## src/rtl/dmem_access_ctrl.sv

```systemverilog
// Data-memory access controller: turns memory-stage load/store requests into
// handshaked bus transfers, stalling the pipeline until each transfer retires.
module dmem_access_ctrl #(
    parameter int unsigned TIMEOUT = 16
) (
    input  logic        clk,
    input  logic        rst_n,
    input  logic        mem_read_m,
    input  logic        mem_write_m,
    input  logic [31:0] addr_m,
    input  logic [31:0] wdata_m,
    output logic        bus_req,
    output logic        bus_we,
    output logic [31:0] bus_addr,
    output logic [31:0] bus_wdata,
    input  logic        bus_ack,
    input  logic [31:0] bus_rdata,
    output logic        stall_o,
    output logic [31:0] rdata_o,
    output logic        rdata_valid_o,
    output logic        misalign_o,
    output logic        timeout_o
);

    localparam logic [1:0] ST_IDLE = 2'd0;
    localparam logic [1:0] ST_REQ  = 2'd1;
    localparam logic [1:0] ST_DONE = 2'd2;

    localparam logic [7:0] CNT_LAST = 8'(TIMEOUT - 1);

    logic [1:0]  state_q, state_d;
    logic [7:0]  cnt_q, cnt_d;
    logic        req_q, req_d;
    logic        we_q, we_d;
    logic [31:0] addr_q, addr_d;
    logic [31:0] wdata_q, wdata_d;
    logic [31:0] rdata_q, rdata_d;
    logic        rvalid_q, rvalid_d;
    logic        misalign_q, misalign_d;
    logic        timeout_q, timeout_d;

    logic access, aligned, pending;

    assign access  = mem_read_m | mem_write_m;
    assign aligned = (addr_m[1:0] == 2'b00);
    assign pending = access & aligned;

    always_comb begin
        state_d    = state_q;
        cnt_d      = cnt_q;
        req_d      = req_q;
        we_d       = we_q;
        addr_d     = addr_q;
        wdata_d    = wdata_q;
        rdata_d    = rdata_q;
        rvalid_d   = 1'b0;
        misalign_d = 1'b0;
        timeout_d  = 1'b0;
        case (state_q)
            ST_IDLE: begin
                if (pending) begin
                    addr_d  = addr_m;
                    wdata_d = wdata_m;
                    we_d    = mem_write_m;
                    cnt_d   = '0;
                    req_d   = 1'b1;
                    state_d = ST_REQ;
                end else if (access) begin
                    misalign_d = 1'b1;
                end
            end
            ST_REQ: begin
                // Ack takes priority over timeout in the final wait cycle.
                if (bus_ack) begin
                    if (!we_q) begin
                        rdata_d  = bus_rdata;
                        rvalid_d = 1'b1;
                    end
                    req_d   = 1'b0;
                    state_d = ST_DONE;
                end else if (cnt_q == CNT_LAST) begin
                    rdata_d   = '0;
                    timeout_d = 1'b1;
                    req_d     = 1'b0;
                    state_d   = ST_DONE;
                end else begin
                    cnt_d = cnt_q + 8'd1;
                end
            end
            ST_DONE: state_d = ST_IDLE;
            default: begin
                req_d   = 1'b0;
                state_d = ST_IDLE;
            end
        endcase
    end

    always_ff @(posedge clk or negedge rst_n) begin
        if (!rst_n) begin
            state_q    <= ST_IDLE;
            cnt_q      <= '0;
            req_q      <= 1'b0;
            we_q       <= 1'b0;
            addr_q     <= '0;
            wdata_q    <= '0;
            rdata_q    <= '0;
            rvalid_q   <= 1'b0;
            misalign_q <= 1'b0;
            timeout_q  <= 1'b0;
        end else begin
            state_q    <= state_d;
            cnt_q      <= cnt_d;
            req_q      <= req_d;
            we_q       <= we_d;
            addr_q     <= addr_d;
            wdata_q    <= wdata_d;
            rdata_q    <= rdata_d;
            rvalid_q   <= rvalid_d;
            misalign_q <= misalign_d;
            timeout_q  <= timeout_d;
        end
    end

    assign stall_o       = ((state_q == ST_IDLE) && pending) || (state_q == ST_REQ);
    assign bus_req       = req_q;
    assign bus_we        = we_q;
    assign bus_addr      = addr_q;
    assign bus_wdata     = wdata_q;
    assign rdata_o       = rdata_q;
    assign rdata_valid_o = rvalid_q;
    assign misalign_o    = misalign_q;
    assign timeout_o     = timeout_q;

endmodule

```

## config.mk

```make
export PLATFORM = sky130hd
export DESIGN_NAME = dmem_access_ctrl
export DESIGN_NICKNAME = d
export VERILOG_FILES = /design/src/rtl/dmem_access_ctrl.sv
export SDC_FILE = /design/constraint.sdc
export NUM_CORES = 1
export LEC_CHECK = 0
export BUFFER_PORTS_ARGS = -buffer_cell sky130_fd_sc_hd__buf_2
export CORE_ASPECT_RATIO = 0.7
export CORE_MARGIN = 1.5
export CORE_UTILIZATION = 35
export CTS_CLUSTER_DIAMETER = 200
export DETAILED_ROUTE_END_ITERATION = 12
export PLACE_DENSITY = 0.66
export SYNTH_ARGS = -nofsm -noshare
export SYNTH_HDL_FRONTEND = slang
export SYNTH_SLANG_ARGS = --single-unit
```

## constraint.sdc

```tcl
create_clock -name clk -period 1.6 [get_ports clk]
set_input_delay 0.08 -clock clk [delete_from_list [all_inputs] [get_ports clk]]
set_output_delay 0.08 -clock clk [all_outputs]
set_load 0.02 [all_outputs]
```

==> metrics.md <==
| Metric | Value |
|---|---|
| CTS Buf Count | 9 |
| Max Slew Vio Count | 0 |
| Leakage | 3.45 nW |
| Post-layout util | 0.587 |
| Starting Density | 0.361 |
| DRT Wirelength | 11900 um |
| 1st-pass router iterations | 5 |
| Core ar. | 0.0118 mm^2 |
| Syn. warnings | 0 |
| Maxcap violations | 0 |
| Final setup margin | 69.9 ps |
| Seq cells post-synth | 111 |
| Via count | 3633 |
| Fmax | 654 MHz |
| Tot GR Track Use | 0.180 |
| CTS Sinks | 111 |
| Hold WC Path Type | input port to flop |
| Crit share post-route | 0.956 |
| Largest net degree at the start of global routing | 61 |
| CP Max Fanout | 25 |
| Share of layout cells above drive strength 1 | 0.517 |
| Power density cells | 1480 mW/mm^2 |
| Syn avg cell area | 14.8 um^2 |
| Max Buffers Root-to-Sink | 2 |
| Detailed Route Iter0 Violations | 85 |
| Core Rows | 33 |
| Vias in the first global route | 3699 |
| Crit-path cells | ha_2 > and3_4 > nand3b_1 > a21o_1 > buf_12 > a22o_1 |
| CTS clk-pin slew, worst paths | 70 ps |
| Worst setup EP type | flop |
| Placer Congestion | 0.812 |
| CP Class | flop to flop |
| Startpoint types | flop |
| Status | completed |
| Drc violations | 0 |
| Period minus WS final | 1530 ps |
| ANT cells | 0 |
| Synth Net Count | 390 |
| Post-Syn Area | 0.00425 mm^2 |
| GRT overflow | 0 |
| Final net count | 709 |
| CTS root buffer | clkbuf_16 |
| Syn Inst Count | 288 |
| Chip height | 95.2 um |
| First-pass GRT wire length | 18200 um |
| Max-slew headroom | 0.689 |
| Clock Latency Late Sink | 340 ps |
| Synth cell types | 30 |
| Crit-path slowest cell | dfrtp_1 |
| Skew final | 6.74 ps |
| Final Hold Viols | 0 |
| Routed wire per std cell | 15.5 um |
| Placement Setup Slack | -22.4 ps |
| Largest stage delay, worst path | 360 ps |
| Drt via density | 4.73 |
| Layout overhead on the synthesized area | 62.6% |
| IR drop worst, VDD | 1020 uV |
| ANT nets after route | 0 |
| CTS tree | yes |
| Final setup violation count | 0 |
| Die Span X | 135 um |
| Post-DP HPWL | 7560 um |
| Sequential area share after synthesis | 0.654 |
| Worst Path Required | 1820 ps |
| Die area | 0.0128 mm^2 |
| I/O pin count | 203 |
| Port bufs | 202 |
| H-tree levels | 3 |
| Total Power | 10.2 mW |
| Initial antenna violation count | 0 |
| Critical path arrival | 1750 ps |
| Worst slew pin tran | 465 ps |
| Min Hold Slack | 80.3 ps |
metrics by stage:
stage	area (um^2)	std cells	setup TNS [ps]
after global routing	6910	768	-0.316
after detailed placement	5610	655	-376
final	6910	768	0
after floorplan	4250	288	0
after global placement	5610	655	0
after CTS	6880	766	0
cell usage after synthesis:
| library cell | n | area (um^2) |
|---|---|---|
| a21o_1 | 1 | 7.51 |
| a21oi_1 | 4 | 20.0 |
| a221o_1 | 1 | 10.0 |
| a22o_1 | 32 | 280 |
| a22oi_1 | 1 | 7.51 |
| a31oi_1 | 2 | 12.5 |
| and2_1 | 2 | 12.5 |
| and3_1 | 3 | 18.8 |
| buf_2 | 12 | 60.1 |
| buf_6 | 3 | 33.8 |
| clkbuf_1 | 1 | 3.75 |
| dfrtp_1 | 111 | 2780 |
| ha_1 | 1 | 12.5 |
| mux2_2 | 64 | 721 |
| mux2i_1 | 3 | 30.0 |
| nand2_1 | 9 | 33.8 |
| nand2b_1 | 2 | 12.5 |
| nand3_1 | 4 | 20.0 |
| nand3b_1 | 1 | 7.51 |
| nand4_1 | 1 | 6.26 |
| nor2_1 | 13 | 48.8 |
| nor2b_1 | 1 | 6.26 |
| nor3_1 | 2 | 10.0 |
| nor3b_1 | 1 | 7.51 |
| nor4_1 | 2 | 12.5 |
| nor4_4 | 1 | 21.3 |
| o211ai_1 | 1 | 7.51 |
| o21ai_0 | 7 | 35.0 |
| o31ai_1 | 1 | 7.51 |
| or2_2 | 1 | 6.26 |
path summary, 6_finish.rpt:
path | from | to | slack (ps) | cells past startpoint
min in group asynchronous | rst_n | bus_wdata[13] | 130 | 2
max in group asynchronous | rst_n | bus_wdata[24] | 900 | 3
setup reg to reg | cnt_q[1] | rdata_o[8] | 70 | 6
hold reg to reg | bus_addr[0] | bus_addr[0] | 490 | 1
hold / removal | mem_read_m | misalign_o | 80 | 3
setup / recovery | cnt_q[1] | rdata_o[8] | 70 | 6
per-layer routing:
layer  vias up  part of all wire  global-route usage
met4         0             0.013              0.0511
met1      1771              0.43               0.226
li1       1681                 -                   -
met2       165              0.48               0.298
met3        16             0.082              0.0606
met5         -                 0                   0
registers in the layout, indices dropped and copies added, names as in the netlist:
signal and count:
bus_addr 32, rdata_o 32, state_q 2, rdata_valid_o 1
cnt_q 8, misalign_o 1, bus_we 1, bus_wdata 32
bus_req 1, timeout_o 1
power breakdown:
part	switching, mW	total (mW)	leakage, nW	internal [mW]
Sequential	0.532	4.24	1.36	3.71
Clock	1.02	2.24	0.142	1.22
Combinational	2.08	3.75	1.95	1.67
Total	3.63	10.2	3.45	6.60
final cells by class:
cell class	instances	area, um^2
Fill cell	910	4850
Sequential cell	111	2780
Timing Repair Buffer	324	2240
Multi-Input combinational cell	161	1400
Clock buffer	9	225
Tap cell	157	196
Clock inverter	6	68.8
critical path, delay by kind of cell (launching register included):
family | cells | cell delay (ps)
flip-flops | 1 | 360
adder cells (fa/ha/maj) | 1 | 180
AND/OR/NAND/NOR | 2 | 300
buffers and inverters | 1 | 170
AO/OA/AOI/OAI | 2 | 400
timing repair:
item | in CTS | in global routing
resized for setup | 3 | 3
hold endpoints to repair | 206 | 0
setup buffers | 0 | 2
cloned | 0 | 0
hold buffers | 96 | 0
endpoints found under the setup margin | 33 | 96
pin swaps | 0 | 3
cells in the final DEF, fill, tap and decap left out, types with 3 or more instances in the layout:
cell and count:
buf_12 6, nand2_1 8, dlygate4sd3_1 96, a21oi_1 4
mux2_2 64, a22o_1 32, nor2_1 12, mux2i_1 3
buf_2 201, dfrtp_1 111, buf_4 21, clkbuf_16 9
nand3_1 4, o21ai_0 7
logic make-up (layout without fill, tap and decap cells):
logic type      count (synthesis)  after routing  share of synthesized area
buf+inv                        16            339                     0.0230
simple gates                   43             43                     0.0527
flops                         111            111                      0.654
mux                            67             67                      0.177
compound gates                 50             50                     0.0913
fa+ha+maj                       1              1                    0.00294
No activity file was read; power rests on OpenSTA's default activity.
